`src/rtl/instruktionsdekodierer_puffer.sv`:
```
// Decode stage with a TIEFE-deep instruction queue and a registered decode output.
// Define INSTRUKTIONSDEKODIERER_GLEITKOMMA_EN to map floating-point operands onto register bank 1.
module instruktionsdekodierer_puffer #(
  parameter int TIEFE          = 4,
  parameter int ZAEHLER_BREITE = $clog2(TIEFE + 1)
) (
  input  logic                      Clock,
  input  logic                      Reset,
  input  logic [31:0]               Instruktion,
  input  logic                      EinValid,
  output logic                      EinBereit,
  input  logic                      Flush,
  input  logic                      AusBereit,
  output logic                      AusValid,
  output logic [5:0]                QuellRegister1,
  output logic [5:0]                QuellRegister2,
  output logic [5:0]                ZielRegister,
  output logic [25:0]               IDaten,
  output logic                      ImmediateAktiv,
  output logic [5:0]                FunktionsCode,
  output logic                      JALBefehl,
  output logic                      RelativerSprung,
  output logic                      AbsoluterSprung,
  output logic                      LoadBefehl,
  output logic                      StoreBefehl,
  output logic                      UnbedingterSprungBefehl,
  output logic                      BedingterSprungBefehl,
  output logic                      Sprungbedingung,
  output logic [ZAEHLER_BREITE-1:0] Fuellstand
);

`ifdef INSTRUKTIONSDEKODIERER_GLEITKOMMA_EN
  localparam logic GLEITKOMMA = 1'b1;
`else
  localparam logic GLEITKOMMA = 1'b0;
`endif

  localparam int ZEIGER_BREITE = $clog2(TIEFE);
  localparam logic [ZAEHLER_BREITE-1:0] VOLL = ZAEHLER_BREITE'(TIEFE);

  typedef struct packed {
    logic [5:0]  quell1;
    logic [5:0]  quell2;
    logic [5:0]  ziel;
    logic [25:0] iDaten;
    logic        immAktiv;
    logic [5:0]  funktion;
    logic        jal;
    logic        relativ;
    logic        absolut;
    logic        load;
    logic        store;
    logic        unbedingt;
    logic        bedingt;
    logic        bedingung;
  } dekodiertT;

  function automatic dekodiertT dekodiere(input logic [31:0] i);
    dekodiertT  d;
    logic [5:0] opcode;
    logic [1:0] format;
    logic [4:0] z;
    logic       fp;
    opcode = i[31:26];
    format = i[31:30];
    z      = i[25:21];
    fp     = GLEITKOMMA && (format == 2'b00) && (i[5:4] == 2'b10);
    d      = '0;

    d.quell1 = {fp, i[20:16]};
    if (opcode == 6'b111010)      d.quell2 = {1'b0, z};
    else if (opcode == 6'b111011) d.quell2 = {GLEITKOMMA, z};
    else                          d.quell2 = {fp, i[15:11]};

    if (opcode == 6'b111001 || opcode == 6'b111011 || (fp && i[3:0] < 4'd8))
      d.ziel = {GLEITKOMMA, z};
    else if (format == 2'b00 || format[1])
      d.ziel = {1'b0, z};

    if (format == 2'b01)  d.iDaten = i[25:0];
    else if (format[1])   d.iDaten = {{10{i[15]}}, i[15:0]};
    d.immAktiv = (format == 2'b01) || format[1];

    if (format == 2'b00)                             d.funktion = i[5:0];
    else if (format == 2'b01 || opcode[5:3] == 3'b111) d.funktion = 6'd0;
    else                                             d.funktion = {1'b0, i[30:26]};

    d.jal       = (opcode == 6'b111111);
    d.relativ   = (opcode == 6'b111111) || (opcode == 6'b010000) ||
                  (opcode == 6'b111101) || (opcode == 6'b111110);
    d.absolut   = (opcode == 6'b111100);
    d.load      = (opcode == 6'b111000) || (opcode == 6'b111001);
    d.store     = (opcode == 6'b111010) || (opcode == 6'b111011);
    d.unbedingt = (opcode == 6'b111100) || (opcode == 6'b111111) || (opcode == 6'b010000);
    d.bedingt   = (opcode == 6'b111101) || (opcode == 6'b111110);
    d.bedingung = (opcode == 6'b111101);
    return d;
  endfunction

  logic [31:0]               speicher [TIEFE];
  logic [ZEIGER_BREITE-1:0]  schreibZeiger, leseZeiger;
  logic [ZAEHLER_BREITE-1:0] naechsterStand;
  dekodiertT                 ausDaten;
  logic                      push, pop;

  assign push = EinValid && EinBereit;
  assign pop  = (Fuellstand != '0) && (!AusValid || AusBereit);

  always_comb begin
    naechsterStand = Fuellstand;
    if (push && !pop)      naechsterStand = Fuellstand + 1'b1;
    else if (!push && pop) naechsterStand = Fuellstand - 1'b1;
  end

  always_ff @(posedge Clock) begin
    if (push && !Flush && !Reset) speicher[schreibZeiger] <= Instruktion;
  end

  // Flush leaves the decoded data registers stale; only Reset clears them.
  always_ff @(posedge Clock) begin
    if (Reset) begin
      schreibZeiger <= '0;
      leseZeiger    <= '0;
      Fuellstand    <= '0;
      EinBereit     <= 1'b1;
      AusValid      <= 1'b0;
      ausDaten      <= '0;
    end else if (Flush) begin
      schreibZeiger <= '0;
      leseZeiger    <= '0;
      Fuellstand    <= '0;
      EinBereit     <= 1'b1;
      AusValid      <= 1'b0;
    end else begin
      if (push) schreibZeiger <= schreibZeiger + 1'b1;
      if (pop) begin
        leseZeiger <= leseZeiger + 1'b1;
        ausDaten   <= dekodiere(speicher[leseZeiger]);
        AusValid   <= 1'b1;
      end else if (AusBereit) begin
        AusValid <= 1'b0;
      end
      Fuellstand <= naechsterStand;
      EinBereit  <= (naechsterStand != VOLL);
    end
  end

  assign QuellRegister1          = ausDaten.quell1;
  assign QuellRegister2          = ausDaten.quell2;
  assign ZielRegister            = ausDaten.ziel;
  assign IDaten                  = ausDaten.iDaten;
  assign ImmediateAktiv          = ausDaten.immAktiv;
  assign FunktionsCode           = ausDaten.funktion;
  assign JALBefehl               = ausDaten.jal;
  assign RelativerSprung         = ausDaten.relativ;
  assign AbsoluterSprung         = ausDaten.absolut;
  assign LoadBefehl              = ausDaten.load;
  assign StoreBefehl             = ausDaten.store;
  assign UnbedingterSprungBefehl = ausDaten.unbedingt;
  assign BedingterSprungBefehl   = ausDaten.bedingt;
  assign Sprungbedingung         = ausDaten.bedingung;

endmodule
```
`config.mk`:
```
export PLATFORM = sky130hd
export DESIGN_NAME = instruktionsdekodierer_puffer
export DESIGN_NICKNAME = d
export VERILOG_FILES = /design/src/rtl/instruktionsdekodierer_puffer.sv
export SDC_FILE = /design/constraint.sdc
export NUM_CORES = 1
export LEC_CHECK = 0
export ABC_AREA = 1
export BUFFER_PORTS_ARGS = -buffer_cell sky130_fd_sc_hd__buf_4
export CORE_ASPECT_RATIO = 1.1
export CORE_UTILIZATION = 35
export CTS_CLUSTER_DIAMETER = 80
export DETAILED_ROUTE_END_ITERATION = 12
export SYNTH_ARGS = -nofsm -noshare
export SYNTH_HDL_FRONTEND = slang
export SYNTH_SLANG_ARGS = --single-unit
```
`constraint.sdc`:
```
create_clock -name Clock -period 7.2 [get_ports Clock]
set_clock_uncertainty 0.05 [all_clocks]
set_input_delay 0.72 -clock Clock [delete_from_list [all_inputs] [get_ports Clock]]
set_output_delay 0.72 -clock Clock [all_outputs]
set_load 0.005 [all_outputs]
```
==> results of run 1 <==
==> synth_stat cells (3+ instances only) <==
master      n  area [sq um]
a21oi_2     3          26.3
a21oi_1    45           225
o21ai_0    44           220
buf_4       8          60.1
clkbuf_1   10          37.5
nor2_1     72           270
o21a_1      5          37.5
dfxtp_1    67          1340
buf_2      12          60.1
o21ai_1     8          40.0
edfxtp_1  128          3840
buf_6       6          67.6
a31oi_1     9          56.3
nor2_4      4          45.0
nand2_1   171           642
o22ai_1    12          75.1
inv_1      27           101
nand3_1    43           215
nand2_2     7          43.8
nand2_4     5          56.3
ha_1        7          87.6
o221ai_1    3          26.3
nand3b_1    5          37.5
nand3_2     4          40.0
==> logic make-up after synthesis <==
family / after synthesis
adders and majority gates: 7
and+or+nand+nor: 317
AOI/OAI and AO/OA: 131
muxes: 1
other: 1
DFF: 195
xor gates and xnor gates: 2
buffers and inverters: 70
==> layer usage <==
layer / part of all wire (%) / GRT usage [%]
met5: 0 / 0
met4: 1.5 / 5.41
met3: 5.9 / 3.86
met2: 46 / 24.9
met1: 46 / 22.2
==> placed cells by master, fill, tap and decap left out, drive strengths merged, types with 2 or more instances in the layout <==
master  netlist  layout
clkinv        1       6
o22ai        12      12
o21a          5       5
o21ai        52      52
buf          28     103
nand4         2       2
clkbuf       10      18
xor2          2       2
nand3b        5       5
dfxtp        67      67
nor2         78      78
o221ai        3       3
nand3        47      47
ha            7       7
conb          1       3
edfxtp      128     128
nand2       183     183
inv          31      38
a21oi        48      48
a31oi         9       9
==> worst reg2reg max path: cells and delay by family (launching register included) <==
| family | cells | cell delay [ns] |
|---|---|---|
| buffers and inverters | 3 | 1.40 |
| and+or+nand+nor | 5 | 1.02 |
| DFF | 1 | 0.31 |
| AOI/OAI and AO/OA | 1 | 0.06 |
==> power by group through the flow <==
stage | sequential, mW | clock, mW | combinational (mW)
3_3_place_gp | 1.26 | 0 | 0.205
6_report | 1.24 | 0.881 | 0.205
3_5_place_dp | 1.26 | 0 | 0.207
4_1_cts | 1.24 | 0.895 | 0.208
5_1_grt | 1.24 | 0.934 | 0.231
2_1_floorplan | 1.26 | 0 | 0.125
==> stage by stage <==
stage | hold WS [ns] | setup WS, ns | instances | instance area, sq um | utilization [%]
3_3_place_gp | 0.409 | 4.26 | 1086 | 8720 | 39.6
6_report | 0.413 | 4.23 | 1118 | 9270 | 42.1
3_5_place_dp | 0.408 | 4.21 | 1086 | 8720 | 39.6
2_1_floorplan | 0.394 | 4.30 | 726 | 7830 | -
5_1_grt | 0.420 | 3.87 | 1118 | 9270 | 42.1
4_1_cts | 0.419 | 4.20 | 1118 | 9270 | 42.1
==> sequential cells by signal (all words and copies together) (netlist names), 2 cells and up, named ones only <==
register	count
QuellRegister1	5
FunktionsCode	6
QuellRegister2	5
schreibZeiger	2
speicher	128
IDaten	26
Fuellstand	3
leseZeiger	2
ZielRegister	5
==> worst paths after layout <==
| check | startpoint | to | slack [ns] | cells after the start |
|---|---|---|---|---|
| setup / recovery | register | ZielRegister[4] | 4.23 | 9 |
| hold reg to reg | IDaten[7] | IDaten[7] | 0.41 | 2 |
| setup reg to reg | register | ZielRegister[4] | 4.23 | 9 |
| hold / removal | IDaten[7] | IDaten[7] | 0.41 | 2 |
==> area by class of cell <==
| class | count | share of cell area (%) |
|---|---|---|
| multi-input combinational | 461 | 24.5 |
| clock inverter | 14 | 1.24 |
| tap | 295 | 3.98 |
| inverter | 32 | 1.38 |
| clock buffer | 18 | 4.64 |
| timing repair buffer | 103 | 8.34 |
| sequential | 195 | 55.9 |
==> results by group, run 1 <==
Clocking
  • Number of post-CTS setup repair buffers: 0
  • CTS buffer count: 17
  • CTS tree: built
  • Max clock buf depth: 2
  • CTS Hold Bufs: 0
  • PostCTS Resize Cnt: 0
  • Clock latency on the worst-skew pair: 0.43 ns
  • CTS Root Cell: clkbuf_16
  • Clk sinks: 195
  • H-tree Lvls: 4
  • Clock slew at reported path FFs: approximately 0.070 ns

Timing
  • Minimum clock period: approximately 3 ns
  • Total Neg Setup Slack: 0 ns
  • Final period utilization: 41.2%
  • Rel. slew slack: between 20% and 30%
  • Max Clk Rate: 0.337 GHz
  • RSZ-0062 raised after global routing: false
  • Final setup fails: 0
  • Pins Over Slew Limit: 0
  • Worst slew pin tran: roughly 1.1 ns
  • Final Hold Fails: 0

Die
  • Die X-Extent: around 140 microns
  • DIE HEIGHT: around 160 microns
  • # rows: 57
  • Starting density of the core: between 30% and 40%
  • Core area: about 22,000 sq um
  • I/O pin cnt: between 100 and 150
  • Die area: roughly 23,000 sq um

Setup path
  • Max stage delay on crit path: roughly 0.87 ns
  • CP endpoint kind: register
  • CP most frequent cell: nand2_1
  • Crit start category: register
  • Worst EP arrival: 3.22 ns
  • CP Max Fanout: 65
  • CP Cell Sequence: buf_4 > inv_2 > nand2_1 > nand3_2 > nand2_4 > nor2_2 > inv_1 > nand2_1 > a21oi_1
  • CP Class: reg -> reg
  • Slowest cell on crit path: inv_2
  • Data required, critical path: between 7 and 8 ns
  • CP bufs+invs: 3
  • Crit path max-delay family: buffers and inverters

Pwr
  • Total power: 2.32 mW
  • Sw frac: about a quarter
  • Int Pwr: 1.76 mW
  • Combinational share of power: ~8.8%
  • Sequential power share: about 53%
  • IR drop worst, VDD: about 0.00012 V
  • Clock power share: between 30 and 40%
  • Switching pwr: about 0.56 mW
  • Leakage power: roughly 3.6 nW
  • P per Cell Area: between 200 and 300 nW/um^2

Route
  • DRC: 0
  • Post-route ant nets: 0
  • Total wire length: 17,900 microns
  • DR vias: approximately 5,400
  • Post-DR wirelength/cell: 16.0 microns
  • DR vias/cell: 4.80
  • Initial DRC Count: roughly 330
  • DRT Pass-1 Iters: 4

Yosys
  • Post-synth ARST share: 0%
  • Primary FF master, synth: edfxtp_1
  • Synthesized flop and latch total: 195
  • Simple-gate portion of the synthesized area: 18.0%
  • Adder-cell share of the synthesized area: ~1.1%
  • Mux cell area share after synthesis: less than 1%
  • Largest family of logic cells by synthesized area: simple AND/OR/NAND/NOR gates
  • Post-synth EDFFs: 128
  • Cell area after synthesis: 7820 sq um
  • Post-synth cell types: 40
  • Syn avg cell area: 10.8 sq um
  • Synth Warn #: 0
  • Synth Area in Compound Gates: under 10%
  • Post-synthesis sequential area ratio: 66.3%
  • Post-Syn Instances: about 720
  • Post-Synth XOR/XNOR Area: less than 1%

Global route
  • Largest net degree at the start of global routing: 66
  • Gr ovfl total: 0
  • Initial antenna violation count: 0
  • Overall Global Routing Usage: between 10% and 20%
  • First-pass GRT wire length: between 20,000 and 30,000 microns
  • Vias in the first global route: 4,967

Finish
  • Area of the multi-input gates: between 2000 and 2500 sq um
  • Layout cell share with drive strength beyond 1: around a fifth
  • Fillers: 2,089
  • Ant diodes: 0
  • Fin nets: roughly 850
  • Area Growth Syn to Fin: 18.5%
  • Register Area: just over 5000 sq um

Place
  • Port bufs: 97
  • Hpwl dp: 11,400 microns
  • GPL Wtd Cong: 0.794

Min path
  • HP Class: reg -> reg

Run status
  • Status: completed

Run
  • Max cap viols: 0
No activity file was read; power rests on OpenSTA's default activity.
==> inputs of run 2 (changes only) <==
==> constraint.sdc (replaced) <==
create_clock -name Clock -period 2.85 [get_ports Clock]
set_clock_uncertainty 0.05 [all_clocks]
set_input_delay 0.285 -clock Clock [delete_from_list [all_inputs] [get_ports Clock]]
set_output_delay 0.285 -clock Clock [all_outputs]
set_load 0.005 [all_outputs]
==> results by group, run 2 (synthesis gave the netlist of run 1 again) <==
Setup path
  • Worst EP arrival: 2.43 ns (-0.79 ns)
  • CP bufs+invs: 2 (-1)
  • Setup slack, reg-to-reg: 0.67 ns (-3.56 ns)
  • Data required, critical path: 3.10 ns (-4.35 ns)
  • Reg-to-reg critical path endpoint: ZielRegister[2]
  • CP endpoint kind: register
  • Crit start category: register
  • Reg2Reg Depth: 8 (-1)
  • Slowest cell on crit path: nor2_2
  • CP Cell Sequence: inv_2 > nand2_1 > nand3_2 > nand2_4 > nor2_2 > inv_1 > nand2_1 > a21oi_1
  • CP most frequent cell: nand2_1
  • Max stage delay on crit path: 0.43 ns (-0.44 ns)
  • Crit path max-delay family: simple AND/OR/NAND/NOR gates
  • CP Max Fanout: 30 (-54%)
  • CP Class: reg -> reg

Die
  • Die area: 23,000 sq um (unchanged)
  • Die X-Extent: 145 microns (unchanged)
  • Core area: 22,000 sq um (unchanged)
  • I/O pin cnt: 101 (unchanged)
  • # rows: 57 (unchanged)
  • Starting density of the core: 35.5% (unchanged)
  • DIE HEIGHT: 159 microns (unchanged)

Pwr
  • Leakage power: 3.70 nW (+3.6%)
  • IR drop worst, VDD: 0.000318 V (+170%)
  • Clock power share: 38.2% (+0.3 points)
  • Combinational share of power: 9.3% (+0.5 points)
  • Switching pwr: 1.44 mW (+160%)
  • Total power: 5.96 mW (+160%)
  • Sw frac: 24.2% (+0.089 points)
  • P per Cell Area: 620 nW/um^2 (+150%)
  • Sequential power share: 52.5% (-0.7 points)
  • Int Pwr: 4.52 mW (+160%)

Global route
  • Initial antenna violation count: 0 (unchanged)
  • Largest net degree at the start of global routing: 53 (-20%)
  • Vias in the first global route: 5,166 (+4.0%)
  • Overall Global Routing Usage: 16.6% (+0.39 points)
  • Gr ovfl total: 0 (unchanged)
  • First-pass GRT wire length: 28,300 microns (+3.1%)

Timing
  • Rel. slew slack: 61.3% (+33 points)
  • Max Clk Rate: 0.459 GHz (+36%)
  • Final setup fails: 0 (unchanged)
  • Worst slew pin tran: 0.577 ns (-0.505 ns)
  • Minimum clock period: 2.18 ns (-0.789 ns)
  • Worst hold slack: 0.0233 ns (-0.390 ns)
  • RSZ-0062 raised after global routing: false
  • Final period utilization: 76.5% (+35 points)
  • Total Neg Setup Slack: 0 ns (unchanged)
  • Pins Over Slew Limit: 0 (unchanged)
  • Final Hold Fails: 0 (unchanged)

Finish
  • Largest register FFs: 128 (unchanged)
  • Final core occ: 43.7% (+1.6 points)
  • Fin nets: 888 (+4.0%)
  • Layout cell share with drive strength beyond 1: 20.2% (-0.71 points)
  • Area Growth Syn to Fin: 23.0%
  • Leading cell types in the layout, fill and taps excluded: nand2_1 (171), edfxtp_1 (128), buf_4 (107)
  • Largest register by flop count: speicher
  • Most common cell after layout, fill and taps aside: nand2_1
  • Fillers: 2,100 (+0.53%)
  • Ant diodes: 0 (unchanged)

Route
  • Initial DRC Count: 379 (+15%)
  • Post-route ant nets: 0 (unchanged)
  • Post-DR wirelength/cell: 15.8 microns (-1.3%)
  • Total wire length: 18,200 microns (+1.7%)
  • DR vias: 5,412 (+0.93%)
  • DRT Pass-1 Iters: 4 (unchanged)
  • DRC: 0 (unchanged)
  • DR vias/cell: 4.70 (-2.0%)

Clocking
  • Clock latency on the worst-skew pair: 0.44 ns (about the same)
  • CTS tree: built
  • Max clock buf depth: 2 (unchanged)
  • PostCTS Resize Cnt: 0 (unchanged)
  • CTS buffer count: 17 (unchanged)
  • H-tree Lvls: 4 (unchanged)
  • Clock slew at reported path FFs: 0.07 ns (about the same)
  • Clk sinks: 195 (unchanged)
  • CTS Root Cell: clkbuf_16

Place
  • Hpwl dp: 11,800 microns (+3.4%)
  • GPL Wtd Cong: 0.778 (-2.0%)
  • Port bufs: 97 (unchanged)

Min path
  • HP Class: in -> reg
  • HP Start: Instruktion[2]
  • End of the worst hold path: speicher[0][2]
  • WHS Path Cells: 1 (-1)

Run
  • Max cap viols: 0 (unchanged)

Run status
  • Status: completed
[run 2: per-layer routing]
layer | GRT usage [%] | wire length (microns) | vias to the layer above
met4 | 6.65 | 417 | 0
met5 | 0 | 0 | -
met2 | 25.8 | 8660 | 122
li1 | - | - | 2721
met1 | 22.3 | 8440 | 2548
met3 | 3.35 | 705 | 21
[run 2: power by group through the flow]
stage | Combinational, mW | Clock (mW) | Sequential, mW
6_report | 0.552 | 2.28 | 3.13
5_1_grt | 0.614 | 2.44 | 3.14
4_1_cts | 0.557 | 2.32 | 3.13
3_5_place_dp | 0.524 | 0 | 3.19
3_3_place_gp | 0.517 | 0 | 3.19
2_1_floorplan | 0.316 | 0 | 3.18
[run 2: what timing repair did]
action | 4_1_cts | 5_1_grt
hold endpoints to repair | 112 | 4
hold buffers | 28 | 1
buffers inserted | 0 | 0
[run 2: per-stage QoR]
stage | instance area, sq um | worst slack, ns | std cells
2_1_floorplan | 7830 | 0.372 | 726
3_3_place_gp | 8770 | 0.731 | 1091
3_5_place_dp | 8770 | 0.639 | 1091
4_1_cts | 9610 | 0.634 | 1151
5_1_grt | 9620 | 0.392 | 1152
6_report | 9620 | 0.671 | 1152
[run 2: worst max-delay path by stage]
stage | startpoint | end | slack [ns] | depth (start not counted)
6_report | register | ZielRegister[2] | 0.67 | 8
5_1_grt | register | ZielRegister[0] | 0.39 | 8
4_1_cts | register | ZielRegister[0] | 0.63 | 8
3_5_place_dp | register | ZielRegister[0] | 0.64 | 8
3_3_place_gp | register | ZielRegister[4] | 0.73 | 8
2_1_floorplan | EinBereit | speicher[0][0] | 0.37 | 4
[run 2: layout make-up]
class | count | area [sq um] | area share (%)
clock buffers | 18 | 429 | 4.46
clock inverters | 14 | 130 | 1.35
inverters | 32 | 128 | 1.33
multi-input cells | 461 | 2270 | 23.6
flip-flops and latches | 195 | 5190 | 53.9
well taps | 295 | 369 | 3.84
repair buffers | 137 | 1110 | 11.6
